**src/rtl/store_commit_ctrl_pkg.sv**
```systemverilog
// Shared types for the store commit controller.
// - commit_state_t     : commit FSM states (idle / write in flight / free entry)
// - store_commit_req_t : one memory write (address, data, byte mask) at the default widths
// - ptr_width()        : queue pointer width, index bits plus one wrap bit
package store_commit_ctrl_pkg;

  localparam int unsigned ScAddrWidth    = 32;
  localparam int unsigned ScDataWidth    = 32;
  localparam int unsigned ScIdWidth      = 4;
  localparam int unsigned ScFifoDepth    = 8;

  typedef enum logic [1:0] {
    StIdle,
    StIssue,
    StFree
  } commit_state_t;

  typedef struct packed {
    logic [ScAddrWidth-1:0]   addr;
    logic [ScDataWidth-1:0]   wdata;
    logic [ScDataWidth/8-1:0] wmask;
  } store_commit_req_t;

  function automatic int unsigned ptr_width(int unsigned depth);
    return $clog2(depth) + 1;
  endfunction

endpackage

```
**src/rtl/store_commit_ctrl_if.sv**
```systemverilog
// Bundle of every non-clock/reset signal of store_commit_ctrl.
// - master : the commit controller side (drives mem_*, sb_rd_id, sb_free_*, commit_full/empty)
// - slave  : the environment side (retire stage, store buffer, memory port)
// commit_stall_cnt exists only when STORE_COMMIT_PERF_EN is defined.
interface store_commit_ctrl_if #(
  parameter int unsigned ADDR_WIDTH     = 32,
  parameter int unsigned DATA_WIDTH     = 32,
  parameter int unsigned STORE_ID_WIDTH = 4
);

  logic                      retire_store_valid;
  logic [STORE_ID_WIDTH-1:0] retire_store_id;
  logic                      flush;
  logic                      commit_full;
  logic                      commit_empty;
  logic [STORE_ID_WIDTH-1:0] sb_rd_id;
  logic [ADDR_WIDTH-1:0]     sb_rd_addr;
  logic [DATA_WIDTH-1:0]     sb_rd_data;
  logic [DATA_WIDTH/8-1:0]   sb_rd_mask;
  logic                      mem_req;
  logic [ADDR_WIDTH-1:0]     mem_addr;
  logic [DATA_WIDTH-1:0]     mem_wdata;
  logic [DATA_WIDTH/8-1:0]   mem_wmask;
  logic                      mem_ack;
  logic                      sb_free_valid;
  logic [STORE_ID_WIDTH-1:0] sb_free_id;
`ifdef STORE_COMMIT_PERF_EN
  logic [31:0]               commit_stall_cnt;
`endif

  modport master (
    input  retire_store_valid, retire_store_id, flush,
    input  sb_rd_addr, sb_rd_data, sb_rd_mask, mem_ack,
    output commit_full, commit_empty, sb_rd_id,
    output mem_req, mem_addr, mem_wdata, mem_wmask,
    output sb_free_valid, sb_free_id
`ifdef STORE_COMMIT_PERF_EN
    , output commit_stall_cnt
`endif
  );

  modport slave (
    output retire_store_valid, retire_store_id, flush,
    output sb_rd_addr, sb_rd_data, sb_rd_mask, mem_ack,
    input  commit_full, commit_empty, sb_rd_id,
    input  mem_req, mem_addr, mem_wdata, mem_wmask,
    input  sb_free_valid, sb_free_id
`ifdef STORE_COMMIT_PERF_EN
    , input commit_stall_cnt
`endif
  );

endinterface

```
**src/rtl/commit_id_fifo.sv**
```systemverilog
// Program-order queue of store-buffer IDs.
// - push_i/data_i : enqueue; silently dropped while full (even if popping the same cycle)
// - pop_i         : dequeue the head; ignored while empty
// - data_o        : current head entry
// - full_o/empty_o/count_o : decoded from registered pointers (index bits + wrap bit)
module commit_id_fifo
  import store_commit_ctrl_pkg::*;
#(
  parameter int unsigned Width = 4,
  parameter int unsigned Depth = 8
) (
  input  logic                   clk_i,
  input  logic                   rst_ni,
  input  logic                   push_i,
  input  logic [Width-1:0]       data_i,
  input  logic                   pop_i,
  output logic [Width-1:0]       data_o,
  output logic                   full_o,
  output logic                   empty_o,
  output logic [$clog2(Depth):0] count_o
);

  localparam int unsigned PtrW = ptr_width(Depth);
  localparam int unsigned IdxW = PtrW - 1;

  logic [Width-1:0] mem_q [Depth];
  logic [PtrW-1:0]  wptr_q, wptr_d;
  logic [PtrW-1:0]  rptr_q, rptr_d;
  logic             push_ok, pop_ok;

  // Same index with differing wrap bits means the writer is a full lap ahead.
  assign empty_o = (wptr_q == rptr_q);
  assign full_o  = (wptr_q[IdxW] != rptr_q[IdxW]) &&
                   (wptr_q[IdxW-1:0] == rptr_q[IdxW-1:0]);
  assign count_o = wptr_q - rptr_q;
  assign data_o  = mem_q[rptr_q[IdxW-1:0]];

  assign push_ok = push_i && !full_o;
  assign pop_ok  = pop_i && !empty_o;

  always_comb begin
    wptr_d = wptr_q;
    rptr_d = rptr_q;
    if (push_ok) wptr_d = wptr_q + PtrW'(1);
    if (pop_ok)  rptr_d = rptr_q + PtrW'(1);
  end

  always_ff @(posedge clk_i or negedge rst_ni) begin
    if (!rst_ni) begin
      wptr_q <= '0;
      rptr_q <= '0;
    end else begin
      wptr_q <= wptr_d;
      rptr_q <= rptr_d;
    end
  end

  // Storage needs no reset: an entry is only read after it has been written.
  always_ff @(posedge clk_i) begin
    if (push_ok) mem_q[wptr_q[IdxW-1:0]] <= data_i;
  end

endmodule

```
**src/rtl/store_commit_ctrl.sv**
```systemverilog
// Commits retired stores to data memory in program order.
// Queues retiring store IDs, reads the head entry's address/data/mask from the store buffer,
// issues one write at a time on a req/ack port, and frees the store-buffer entry once acked.
// Flush never touches queued or in-flight stores (they are already architectural).
// Ports:
// - clk, rst_n : clock, asynchronous active-low reset
// - bus        : store_commit_ctrl_if.master (retire, store-buffer read, memory, free signals)
// Optional feature macro STORE_COMMIT_PERF_EN adds bus.commit_stall_cnt, a saturating count of
// cycles with mem_req high and mem_ack low.
module store_commit_ctrl
  import store_commit_ctrl_pkg::*;
#(
  parameter int unsigned ADDR_WIDTH     = ScAddrWidth,
  parameter int unsigned DATA_WIDTH     = ScDataWidth,
  parameter int unsigned STORE_ID_WIDTH = ScIdWidth,
  parameter int unsigned FIFO_DEPTH     = ScFifoDepth
) (
  input logic               clk,
  input logic               rst_n,
  store_commit_ctrl_if.master bus
);

  localparam int unsigned MaskWidth = DATA_WIDTH / 8;
  localparam int unsigned PtrW      = ptr_width(FIFO_DEPTH);

  typedef struct packed {
    logic [ADDR_WIDTH-1:0] addr;
    logic [DATA_WIDTH-1:0] wdata;
    logic [MaskWidth-1:0]  wmask;
  } mem_txn_t;

  commit_state_t             state_q, state_d;
  mem_txn_t                  txn_q, txn_d;
  logic [STORE_ID_WIDTH-1:0] cur_id_q, cur_id_d;
  logic [STORE_ID_WIDTH-1:0] head_id;
  logic                      pop;
  logic                      fifo_full, fifo_empty;
  logic [PtrW-1:0]           fifo_count;
  logic                      unused_flush;

  assign unused_flush = bus.flush;

  commit_id_fifo #(
    .Width (STORE_ID_WIDTH),
    .Depth (FIFO_DEPTH)
  ) u_id_fifo (
    .clk_i   (clk),
    .rst_ni  (rst_n),
    .push_i  (bus.retire_store_valid),
    .data_i  (bus.retire_store_id),
    .pop_i   (pop),
    .data_o  (head_id),
    .full_o  (fifo_full),
    .empty_o (fifo_empty),
    .count_o (fifo_count)
  );

  always_comb begin
    state_d  = state_q;
    txn_d    = txn_q;
    cur_id_d = cur_id_q;
    pop      = 1'b0;
    unique case (state_q)
      StIdle: begin
        if (!fifo_empty) begin
          pop     = 1'b1;
          state_d = StIssue;
        end
      end
      StIssue: begin
        if (bus.mem_ack) state_d = StFree;
      end
      StFree: begin
        // Emptiness is registered, so a store pushed during this cycle waits for IDLE.
        if (!fifo_empty) begin
          pop     = 1'b1;
          state_d = StIssue;
        end else begin
          state_d = StIdle;
        end
      end
      default: state_d = StIdle;
    endcase
    if (pop) begin
      txn_d    = '{addr: bus.sb_rd_addr, wdata: bus.sb_rd_data, wmask: bus.sb_rd_mask};
      cur_id_d = head_id;
    end
  end

  always_ff @(posedge clk or negedge rst_n) begin
    if (!rst_n) begin
      state_q  <= StIdle;
      txn_q    <= '0;
      cur_id_q <= '0;
    end else begin
      state_q  <= state_d;
      txn_q    <= txn_d;
      cur_id_q <= cur_id_d;
    end
  end

  assign bus.sb_rd_id      = head_id;
  assign bus.mem_req       = (state_q == StIssue);
  assign bus.mem_addr      = txn_q.addr;
  assign bus.mem_wdata     = txn_q.wdata;
  assign bus.mem_wmask     = txn_q.wmask;
  assign bus.sb_free_valid = (state_q == StFree);
  assign bus.sb_free_id    = cur_id_q;
  assign bus.commit_full   = (fifo_count == PtrW'(FIFO_DEPTH));
  assign bus.commit_empty  = fifo_empty && (state_q == StIdle);

`ifdef STORE_COMMIT_PERF_EN
  logic [31:0] stall_cnt_q, stall_cnt_d;

  always_comb begin
    stall_cnt_d = stall_cnt_q;
    if ((state_q == StIssue) && !bus.mem_ack && (stall_cnt_q != '1)) begin
      stall_cnt_d = stall_cnt_q + 32'd1;
    end
  end

  always_ff @(posedge clk or negedge rst_n) begin
    if (!rst_n) stall_cnt_q <= '0;
    else        stall_cnt_q <= stall_cnt_d;
  end

  assign bus.commit_stall_cnt = stall_cnt_q;
`endif

`ifndef SYNTHESIS
  // The retire stage must honour commit_full; a push here would be lost.
  always @(posedge clk) begin
    if (rst_n && bus.retire_store_valid && fifo_full) begin
      $error("store_commit_ctrl: push while full, store id %0d dropped", bus.retire_store_id);
    end
  end
`endif

endmodule

```
**src/flat_wrapper.sv**
```systemverilog
// flat-port wrapper written by rule: the top's interface ports become plain ports
module store_commit_ctrl_flat import store_commit_ctrl_pkg::*;
#(
  parameter int unsigned ADDR_WIDTH     = ScAddrWidth,
  parameter int unsigned DATA_WIDTH     = ScDataWidth,
  parameter int unsigned STORE_ID_WIDTH = ScIdWidth,
  parameter int unsigned FIFO_DEPTH     = ScFifoDepth
)
  (clk, rst_n, bus_retire_store_valid, bus_retire_store_id, bus_flush, bus_sb_rd_addr, bus_sb_rd_data, bus_sb_rd_mask, bus_mem_ack, bus_commit_full, bus_commit_empty, bus_sb_rd_id, bus_mem_req, bus_mem_addr, bus_mem_wdata, bus_mem_wmask, bus_sb_free_valid, bus_sb_free_id);
  store_commit_ctrl_if #(.ADDR_WIDTH(ADDR_WIDTH), .DATA_WIDTH(DATA_WIDTH), .STORE_ID_WIDTH(STORE_ID_WIDTH)) bus_i ();
  input logic clk;
  input logic rst_n;
  input wire logic [$bits(bus_i.retire_store_valid)-1:0] bus_retire_store_valid;
  input wire logic [$bits(bus_i.retire_store_id)-1:0] bus_retire_store_id;
  input wire logic [$bits(bus_i.flush)-1:0] bus_flush;
  input wire logic [$bits(bus_i.sb_rd_addr)-1:0] bus_sb_rd_addr;
  input wire logic [$bits(bus_i.sb_rd_data)-1:0] bus_sb_rd_data;
  input wire logic [$bits(bus_i.sb_rd_mask)-1:0] bus_sb_rd_mask;
  input wire logic [$bits(bus_i.mem_ack)-1:0] bus_mem_ack;
  output wire logic [$bits(bus_i.commit_full)-1:0] bus_commit_full;
  output wire logic [$bits(bus_i.commit_empty)-1:0] bus_commit_empty;
  output wire logic [$bits(bus_i.sb_rd_id)-1:0] bus_sb_rd_id;
  output wire logic [$bits(bus_i.mem_req)-1:0] bus_mem_req;
  output wire logic [$bits(bus_i.mem_addr)-1:0] bus_mem_addr;
  output wire logic [$bits(bus_i.mem_wdata)-1:0] bus_mem_wdata;
  output wire logic [$bits(bus_i.mem_wmask)-1:0] bus_mem_wmask;
  output wire logic [$bits(bus_i.sb_free_valid)-1:0] bus_sb_free_valid;
  output wire logic [$bits(bus_i.sb_free_id)-1:0] bus_sb_free_id;
  assign bus_i.retire_store_valid = bus_retire_store_valid;
  assign bus_i.retire_store_id = bus_retire_store_id;
  assign bus_i.flush = bus_flush;
  assign bus_i.sb_rd_addr = bus_sb_rd_addr;
  assign bus_i.sb_rd_data = bus_sb_rd_data;
  assign bus_i.sb_rd_mask = bus_sb_rd_mask;
  assign bus_i.mem_ack = bus_mem_ack;
  assign bus_commit_full = bus_i.commit_full;
  assign bus_commit_empty = bus_i.commit_empty;
  assign bus_sb_rd_id = bus_i.sb_rd_id;
  assign bus_mem_req = bus_i.mem_req;
  assign bus_mem_addr = bus_i.mem_addr;
  assign bus_mem_wdata = bus_i.mem_wdata;
  assign bus_mem_wmask = bus_i.mem_wmask;
  assign bus_sb_free_valid = bus_i.sb_free_valid;
  assign bus_sb_free_id = bus_i.sb_free_id;
  store_commit_ctrl #(.ADDR_WIDTH(ADDR_WIDTH), .DATA_WIDTH(DATA_WIDTH), .STORE_ID_WIDTH(STORE_ID_WIDTH), .FIFO_DEPTH(FIFO_DEPTH)) u_core (.clk(clk), .rst_n(rst_n), .bus(bus_i));
endmodule
```
**config.mk**
```make
export PLATFORM = sky130hd
export DESIGN_NAME = store_commit_ctrl_flat
export DESIGN_NICKNAME = d
export VERILOG_FILES = /design/src/rtl/store_commit_ctrl_pkg.sv /design/src/rtl/store_commit_ctrl_if.sv /design/src/rtl/commit_id_fifo.sv /design/src/rtl/store_commit_ctrl.sv /design/src/flat_wrapper.sv
export SDC_FILE = /design/constraint.sdc
export NUM_CORES = 1
export LEC_CHECK = 0
export CAP_MARGIN = 10
export CORE_MARGIN = 1
export CORE_UTILIZATION = 48
export CTS_CLUSTER_SIZE = 24
export DETAILED_ROUTE_END_ITERATION = 8
export PLACE_DENSITY = 0.86
export RECOVER_POWER = 25
export SLEW_MARGIN = 0
export SYNTH_ARGS = -nofsm -noshare
export SYNTH_HDL_FRONTEND = slang
export SYNTH_SLANG_ARGS = --single-unit
```
**constraint.sdc**
```tcl
create_clock -name clk -period 4.4 [get_ports clk]
set_clock_uncertainty 0.1 [all_clocks]
set_input_delay 0.44 -clock clk [delete_from_list [all_inputs] [get_ports clk]]
set_output_delay 0.44 -clock clk [all_outputs]
set_load 0.01 [all_outputs]
```
==> metrics.md <==
| Metric | Value |
|---|---|
| Hold Buf Count CTS | `0` |
| Share of layout cells above drive strength 1 | `0.214` |
| Seq pwr share | `0.324` |
| Logic gate share of total power | `0.437` |
| Number of global-route vias before repair | `about 3300` |
| Num rows | `34` |
| Reg-to-reg slack, setup | `roughly 1.7 ns` |
| Failing checks | `max-capacitance violations, max-slew violations` |
| Synth warn | `0` |
| Vias/cell | `about 5.2` |
| TritonRoute pass-1 iters | `4` |
| CTS tree | `built` |
| Hold Slack | `approximately 0.38 ns` |
| Ys flop type | `dfrtp_1` |
| Clock transition at path regs | `around 0.06 ns` |
| PD cells | `just over 800 nW/um2` |
| Ant. Diodes | `0` |
| CP Data Arrival Time | `~2.7 ns` |
| Max-slew violations | `83` |
| CTS Buf Count | `17` |
| Min Clock Period, post-route | `3.19 ns` |
| Final worst path period share | `0.724` |
| Post-route DRC violation count | `0` |
| Layout Nets | `roughly 530` |
| CP Capture Type | `primary output` |
| Slew headroom | `-0.331` |
| Global route total overflow | `0` |
| Antenna violations before repair | `0` |
| Critical path type | `register to primary output` |
| Gate Count Post-Synth | `279` |
| Peak Freq | `roughly 310 MHz` |
| Post-cts resize count | `0` |
| Final setup violation count | `0` |
| Final HPWL DP | `~7.0 mm` |
| RSZ-0062 raised after global routing | `no` |
| Setup TNS Final | `0 ns` |
| Die Area | `9750 um2` |
| EDFF count, synth | `32` |
| Ys async rst share | `0.719` |
| First-pass GRT wire length | `16.6 mm` |
| Final antenna-violating net count | `0` |
| Net count after synthesis | `361` |
| Max clock buf depth | `2` |
| Pin count of the biggest net entering global routing | `just over 80` |
| Final hold violations | `0` |
| I/O Pins | `157` |
| Die X | `98.8 um` |
| Top cells by area, synth | `dfrtp_1 (46%), edfxtp_1 (21%), mux2_2 (16%)` |
| Root buf cell | `clkbuf_8` |
| Starting Density | `0.505` |
| Switching part of the total power | `0.316` |
| Wire length per cell | `approximately 18 um` |
| Post-CTS setup buffer count | `0` |
| I/O Buffers | `roughly 160` |
| LEAKAGE | `2.69 nW` |
| DR vias | `2963` |
| Worst path required time | `about 3.9 ns` |
| Core area | `slightly below 9000 um2` |
| DR iter-0 viols | `97` |
| Gr usage total | `0.225` |
| Avg Inst Size Synth | `16.1 um2` |
| Psw | `0.00176 W` |
| #FFs+latches synth | `roughly 110` |
| Most common cell after layout, fill and taps aside | `clkdlybuf4s50_1` |
| Clk Latency, worst-skew pair | `~0.5 ns` |
| Area share of the largest cell type after synthesis | `0.457` |
| Maximum fanout along the worst path | `6` |
| Clock power frac | `0.240` |
| Clock sinks | `roughly 110` |
| Placer Congestion | `roughly 0.80` |
| Final WL | `10.1 mm` |
| Critical path launch point type | `register` |
| Cell area after synthesis | `around 4500 um2` |
| H-tree depth | `4` |
| Die height | `around 100 um` |
| Maximum vdd drop | `between 0.0004 and 0.0005 V` |
| Worst hold path type | `register to register` |
| Most frequent cells in the layout | `clkdlybuf4s50_1 (150), dfrtp_1 (82), mux2_2 (65)` |
| Worst-Margin Slew | `between 1.5 and 2 ns` |
| Area grow syn2layout | `49.8%` |
| Run status | `finished with violations` |
| Leading area contributor after synthesis | `dfrtp_1` |
| Internal | `0.00379 W` |
| Filler Cell Count | `574` |
| Max-cap violations | `1` |
| Synth unique cells | `31` |
| Post-synthesis sequential area ratio | `0.670` |
==> metrics by stage <==
step	total power (W)	cell area, um2	setup WS [ns]	util	std cells
5_1_grt	0.00585	6730	1.14	0.757	565
6_report	0.00555	6730	1.21	0.757	565
3_3_place_gp	0.00413	6150	1.78	0.692	533
3_5_place_dp	0.00424	6150	1.74	0.692	533
2_1_floorplan	0.00309	4490	2.32	-	279
4_1_cts	0.00561	6730	1.20	0.757	565
==> metal layers <==
metal  routed length [um]  vias to the layer above  GRT usage
li1                     -                     1352          -
met1                 3740                     1452      0.248
met2                 5400                      137      0.399
met3                  718                       22     0.0723
met4                  240                        0     0.0953
met5                    0                        -          0
==> power groups by stage <==
| stage | Clock [W] | Sequential (W) | Combinational (W) |
|---|---|---|---|
| finish | 0.00133 | 0.00180 | 0.00242 |
| floorplan | 0 | 0.00194 | 0.00116 |
| global placement | 0 | 0.00178 | 0.00235 |
| global route | 0.00141 | 0.00185 | 0.00259 |
| detailed placement | 0 | 0.00181 | 0.00243 |
| CTS | 0.00135 | 0.00180 | 0.00246 |
==> cells in the mapped netlist (4+ instances only) <==
cell type	instances
buf_4	4
a221oi_1	4
xnor2_1	5
buf_2	6
mux2_2	65
mux2_1	15
dfrtp_1	82
o22ai_1	4
nor2_1	4
nor3_1	4
edfxtp_1	32
ha_1	5
nand2_1	11
inv_1	6
mux2i_1	8
==> state kept, by name, indices dropped and copies added, names as in the netlist <==
signal	cells
u_core.bus.mem_addr	32
u_core.bus.mem_wdata	32
u_core.bus.mem_wmask	4
u_core.bus.sb_free_id	4
u_core.state_q	2
u_core.u_id_fifo.mem_q	32
u_core.u_id_fifo.rptr_q	4
u_core.u_id_fifo.wptr_q	4
==> worst max-delay path, cell delays in order (launching register included) <==
cell,delay [ns]
dfrtp_1,0.44
inv_1,0.12
ha_1,0.37
a21o_1,0.22
or3_1,0.32
a21oi_1,0.14
clkdlybuf4s50_1,0.55
==> path summary, 6_finish.rpt <==
| path | from | end | cells after the start |
|---|---|---|---|
| max in group asynchronous | rst_n | u_core.bus.sb_free_id[3] | 1 |
| max reg2reg | u_core.u_id_fifo.rptr_q[1] | u_core.bus.mem_addr[10] | 5 |
| min reg2reg | u_core.bus.sb_free_id[2] | u_core.bus.sb_free_id[2] | 1 |
| max | u_core.u_id_fifo.rptr_q[1] | bus_commit_full | 6 |
| min | u_core.bus.sb_free_id[2] | u_core.bus.sb_free_id[2] | 1 |
| min in group asynchronous | rst_n | u_core.bus.mem_wdata[6] | 1 |
==> kinds of logic after synthesis <==
logic type / count (synthesis) / synth area share
DFF: 114 / 0.670
muxes: 88 / 0.218
and+or+nand+nor: 31 / 0.0337
buffers and inverters: 17 / 0.0192
AOI/OAI and AO/OA: 15 / 0.0253
xor gates and xnor gates: 9 / 0.0192
adders and majority gates: 5 / 0.0139
==> cell type report <==
class                      count  area [um2]  area share
clock buffer                  17         414      0.0615
timing repair buffer         157        1570       0.234
multi-input combinational    148        1410       0.209
inverter                       6        22.5     0.00335
tap                          108         135      0.0201
clock inverter                15         166      0.0247
sequential                   114        3010       0.448
Power figures use the tool's default switching activity.
==> edit 1 (config.mk and constraints unchanged) <==
Encoding of `commit_state_t`: now one-hot (3 bits for 3 states).
--- a/src/rtl/store_commit_ctrl_pkg.sv
+++ b/src/rtl/store_commit_ctrl_pkg.sv
@@ -9,10 +9,10 @@
   localparam int unsigned ScIdWidth      = 4;
   localparam int unsigned ScFifoDepth    = 8;
 
-  typedef enum logic [1:0] {
-    StIdle,
-    StIssue,
-    StFree
+  typedef enum logic [2:0] {
+    StIdle  = 3'b001,
+    StIssue = 3'b010,
+    StFree  = 3'b100
   } commit_state_t;
 
   typedef struct packed {
Formal check against the unedited RTL: no difference found for any inputs over 10 cycles, from zero or initial values and one cycle with rst_n low; not proved beyond that.
==> edit 1 against the unedited design <==
The flow still finishes with violations (max-capacitance violations, max-slew violations). Wire length grew 6.5%. Power up 2.0%. Area after synthesis rose by 1.0%. Setup slack worse by 0.17 ns. Final area barely moved. Via count increased by 0.17%. Sequential cell count increased by 1. Critical path type unchanged. Largest power group unchanged. Highest routed layer unchanged.
==> edit 1: results (changes against the unedited design) <==
[metrics] Area contributors post-synth: dfrtp_1 (45%), edfxtp_1 (21%), mux2_2 (17%), mux4_2 (4.0%), nand2_1 (2.0%) (was dfrtp_1 (46%), edfxtp_1 (21%), mux2_2 (16%), mux2_1 (3.8%), mux2i_1 (1.8%))
[metrics] H-tree levels: 4 (unchanged)
[metrics] result of the run: finished with violations (unchanged)
[metrics] violations in the final reports: max-capacitance violations, max-slew violations (unchanged)
[metrics] Int Pwr: 3.853 mW (was 3.794 mW)
[metrics] number of design-rule violations left by the first detailed-router iteration: 104 (was 97)
[metrics] fraction of layout cells with a size suffix above 1: 24.24% (was 21.44%)
[metrics] static leakage: 2.700 nW (was 2.689 nW)
[metrics] Distinct cells, synth: 32 (was 31)
[metrics] peak per-stage delay on the critical path: 0.53 ns (was 0.55 ns)
[metrics] Synth Net Count: 366 (was 361)
[metrics] relative contribution of the clock network to total power: 22.1% (was 24.0%)
[metrics] endpoint arrival time on the critical path: 2.81 ns (was 2.65 ns)
[metrics] mean routed wirelength per cell: 18.77 um (was 17.87 um)
[metrics] highest net fanout along the worst path: 7 (was 6)
[metrics] startpoint of the lowest-slack register-to-register path: u_core.u_id_fifo.rptr_q[0] (was u_core.u_id_fifo.rptr_q[1])
[metrics] portion of the post-synthesis area used by sequential elements: 66.93% (was 67.04%)
[metrics] number of global-route vias before repair: 3161 (was 3309)
[metrics] Slowest cell on crit path: clkdlybuf4s50_1 (unchanged)
[metrics] Max IR drop VDD: 0.4728 mV (was 0.4274 mV)
[metrics] Worst Max-Slew Pin Slew: 2.019 ns (was 1.997 ns)
[metrics] maximum number of pins on one net before global-route repair: 84 (was 83)
[metrics] Net count, final: 531 (was 526)
[metrics] count of maximum capacitance violations: 1 (unchanged)
[metrics] Max Transition Viols Final: 84 (was 83)
[metrics] endpoint of the lowest-slack register-to-register path: u_core.bus.mem_wdata[8] (was u_core.bus.mem_addr[10])
[metrics] post-synthesis async set-or-reset flop share: 72.17% (was 71.93%)
[metrics] global router's overall resource usage: 23.21% (was 22.50%)
[metrics] placed wire-length estimate: 7.568 mm (was 7.018 mm)
[metrics] R2R Setup Slk: 1.61 ns (was 1.74 ns)
[metrics] Via-to-Cell Ratio: 5.180 (was 5.244)
[metrics] commonest cells in the netlist: dfrtp_1 (82), mux2_2 (68), edfxtp_1 (32) (was dfrtp_1 (82), mux2_2 (65), edfxtp_1 (32))
[metrics] detailed-router iteration count before antenna repair: 4 (unchanged)
[metrics] worst min-delay path category: in2async (was reg2reg)
[metrics] Placer Congestion: 0.8007 (was 0.7966)
[metrics] global-route wire length before repair: 16.94 mm (was 16.55 mm)
edit 1: power groups by stage:
stage | clock network (mW) | logic (mW) | registers, mW
after CTS | 1.27 | 2.58 | 1.87
after global routing | 1.32 | 2.73 | 1.93
after floorplan | 0 | 1.35 | 1.96
final | 1.25 | 2.54 | 1.87
after global placement | 0 | 2.46 | 1.84
after detailed placement | 0 | 2.55 | 1.88
edit 1: routing by layer:
metal	track usage, %	routed length [um]
met1	26.11	4100
met2	40.65	5670
met3	8.082	792
met4	8.937	191
met5	0	0
edit 1: cells by family (layout without fill, tap and decap cells):
family | Yosys count | count (layout) | synth area share (%)
AOI/OAI and AO/OA | 14 | 14 | 2.094
buffers and inverters | 16 | 194 | 2.039
and+or+nand+nor | 50 | 50 | 5.015
muxes | 76 | 76 | 20.83
xor gates and xnor gates | 8 | 8 | 1.709
adders and majority gates | 5 | 5 | 1.378
DFF | 115 | 115 | 66.93
edit 1: layout make-up:
class | count | share of cell area (%)
flip-flops and latches | 115 | 45.13
repair buffers | 157 | 23.19
multi-input cells | 153 | 21.03
clock buffers | 25 | 7.655
well taps | 111 | 2.062
clock inverters | 7 | 0.6503
inverters | 5 | 0.2787
edit 1: worst max-delay path by stage:
| stage | endpoint | startpoint | depth (start not counted) | slack, ns |
|---|---|---|---|---|
| after floorplan | u_core.bus.mem_addr[10] | u_core.u_id_fifo.rptr_q[2] | 8 | 2.08 |
| after global placement | bus_commit_full | u_core.u_id_fifo.rptr_q[1] | 7 | 1.59 |
| after detailed placement | bus_commit_full | u_core.u_id_fifo.rptr_q[1] | 7 | 1.57 |
| after CTS | bus_commit_full | u_core.u_id_fifo.rptr_q[1] | 7 | 1.0 |
| after global routing | bus_commit_full | u_core.u_id_fifo.rptr_q[0] | 6 | 0.89 |
| final | bus_commit_full | u_core.u_id_fifo.rptr_q[1] | 7 | 1.05 |
edit 1: stage by stage:
step	cells	util [%]	area [um2]	hold slack, ns	total power [mW]
after floorplan	284	-	4541	0.04441	3.311
after global placement	541	67.17	6177	0.3871	4.295
after detailed placement	541	67.17	6177	0.3951	4.433
after CTS	573	73.25	6736	0.04828	5.723
after global routing	573	73.22	6734	0.4090	5.979
final	573	73.22	6734	0.3987	5.663
==> edit 2 (same settings) <==
Without the edit above. Change the package constant `ScFifoDepth` from 8 to 4.
--- a/src/rtl/store_commit_ctrl_pkg.sv
+++ b/src/rtl/store_commit_ctrl_pkg.sv
@@ -7,7 +7,7 @@
   localparam int unsigned ScAddrWidth    = 32;
   localparam int unsigned ScDataWidth    = 32;
   localparam int unsigned ScIdWidth      = 4;
-  localparam int unsigned ScFifoDepth    = 8;
+  localparam int unsigned ScFifoDepth    = 4;
 
   typedef enum logic [1:0] {
     StIdle,
Behaviour: not the same (a bounded check fails within 10 cycles, from zero or initial values and one cycle with rst_n low).
==> edit 2 against the unedited design <==
The flow still finishes with violations (max-capacitance violations, max-slew violations). Final area shrank 15%. Wire length shrank 21%. Sequential cell count fell by 18. Sequential power decreased by 12%. Final cell count decreased by 15%. Count of clock-buffer cells in the layout is 7 lower. Highest routed layer unchanged. Combinational power grew 4%. Core utilization down 3.0 points. Setup slack improved by 0.35 ns. Power shrank 17%. Area after synthesis decreased by 11%. Register-to-register slack worse by 0.18 ns. Critical path type is now reg2reg. Global-route usage fell by 3.4 points.
==> edit 2: results (changes against the unedited design) <==
[metrics] area of the multi-input gates: 1368 um2 (was 1406 um2)
[metrics] endpoint arrival time on the critical path: 2.97 ns (was 2.65 ns)
[metrics] Syn-to-layout area delta: 43.18% (was 49.78%)
[metrics] Worst Max-Slew Pin Slew: 1.986 ns (was 1.997 ns)
[metrics] Max IR drop VDD: 0.7903 mV (was 0.4274 mV)
[metrics] global router's overall resource usage: 19.13% (was 22.50%)
[metrics] Max Transition Viols Final: 81 (was 83)
[metrics] number of synthesized flops with an enable pin: 16 (was 32)
[metrics] number of global-route vias before repair: 2514 (was 3309)
[metrics] post-place instance area: 5560 um2 (was 6153 um2)
[metrics] Mapped Avg Cell Area: 18.38 um2 (was 16.11 um2)
[metrics] share of total power in combinational logic: 54.5% (was 43.7%)
[metrics] count of maximum capacitance violations: 1 (unchanged)
[metrics] result of the run: finished with violations (unchanged)
[metrics] Non-Clock Inverter Count: 5 (was 6)
[metrics] portion of the post-synthesis area used by sequential elements: 61.94% (was 67.04%)
[metrics] total of fill cells in the finished design: 517 (was 574)
[metrics] fraction of layout cells with a size suffix above 1: 25.72% (was 21.44%)
[metrics] static leakage: 2.452 nW (was 2.689 nW)
[metrics] power in the clock group: 521 uW (was 1.33 mW)
[metrics] violations in the final reports: max-capacitance violations, max-slew violations (unchanged)
[metrics] maximum number of pins on one net before global-route repair: 81 (was 83)
[metrics] via count: 2350 (was 2963)
[metrics] total clock buffers created by CTS: 9 (was 17)
[metrics] net switching power: 1.446 mW (was 1.756 mW)
[metrics] clock slew at the register clock pins of the worst setup and hold paths: 0.08 ns (was 0.06 ns)
[metrics] commonest cells in the netlist: dfrtp_1 (80), mux2_4 (50), mux2_2 (24) (was dfrtp_1 (82), mux2_2 (65), edfxtp_1 (32))
[metrics] #MultiIn Comb: 108 (was 148)
[metrics] R2R Setup Slk: 1.56 ns (was 1.74 ns)
[metrics] crit path from: u_core.u_id_fifo.rptr_q[0] (was u_core.u_id_fifo.rptr_q[1])
[metrics] post-synthesis async set-or-reset flop share: 83.33% (was 71.93%)
[metrics] Net count, final: 461 (was 526)
[metrics] placed wire-length estimate: 5.762 mm (was 7.018 mm)
[metrics] number of design-rule violations left by the first detailed-router iteration: 53 (was 97)
[metrics] aggregate routed wire length: 7.999 mm (was 10.10 mm)
[metrics] flip-flop and latch share of the layout cell area: 43.26% (was 44.76%)
[metrics] count of state elements after synthesis: 96 (was 114)
[metrics] number of clock buffers in the layout: 10 (was 17)
[metrics] Area contributors post-synth: dfrtp_1 (50%), mux2_4 (19%), edfxtp_1 (12%), mux2_2 (6.7%), buf_12 (3.0%) (was dfrtp_1 (46%), edfxtp_1 (21%), mux2_2 (16%), mux2_1 (3.8%), mux2i_1 (1.8%))
[metrics] Synth Net Count: 302 (was 361)
[metrics] highest net fanout along the worst path: 55 (was 6)
[metrics] H-tree levels: 3 (was 4)
-- edit 2: cell types whose count changed in the layout (fill, tap and decap cells not counted), moves of 8 or more --
cell | before | now
clkbuf_16 | 16 | 1
clkbuf_8 | 1 | 9
edfxtp_1 | 32 | 16
mux2_1 | 15 | 0
mux2_2 | 65 | 24
mux2_4 | 0 | 50
mux2i_1 | 8 | 0
nand2_1 | 11 | 2
-- edit 2: cell families after synthesis --
group,share of synthesized area [%]
AOI/OAI and AO/OA,1.030
xor gates and xnor gates,1.499
adders and majority gates,2.185
buffers and inverters,3.934
DFF,61.94
muxes,27.72
and+or+nand+nor,1.686
-- edit 2: critical path, stage by stage (launching register included) --
cell and delay, ns:
dfrtp_1 0.58, ha_1 0.34, nand2_1 0.15, o21ba_4 0.84, buf_4 0.38, mux2_4 0.32
-- edit 2: path summary, 6_finish.rpt --
path	depth (start not counted)	end
setup reg to reg	5	u_core.bus.mem_wdata[14]
min in group asynchronous	1	u_core.u_id_fifo.wptr_q[0]
setup / recovery	5	u_core.bus.mem_wdata[14]
max in group asynchronous	1	u_core.bus.mem_wmask[3]
hold / removal	1	u_core.bus.mem_addr[5]
hold reg to reg	1	u_core.bus.mem_addr[5]
-- edit 2: stage by stage --
stage | setup WS (ns) | total power, mW | hold slack, ns | cells
CTS | 1.510 | 4.680 | 0.1827 | 483
global route | 1.334 | 4.890 | 0.4226 | 483
detailed placement | 1.522 | 4.141 | 0.3909 | 468
floorplan | 2.513 | 3.242 | 0.04441 | 218
global placement | 1.569 | 4.066 | 0.3877 | 468
finish | 1.558 | 4.612 | 0.4110 | 483
-- edit 2: metal layers --
layer	track usage, %	vias to the layer above	part of all wire, %
met5	0	-	0
met4	8.846	0	2.3
met3	4.390	15	7.0
met1	24.37	1149	42
met2	31.13	99	48
li1	-	1087	-
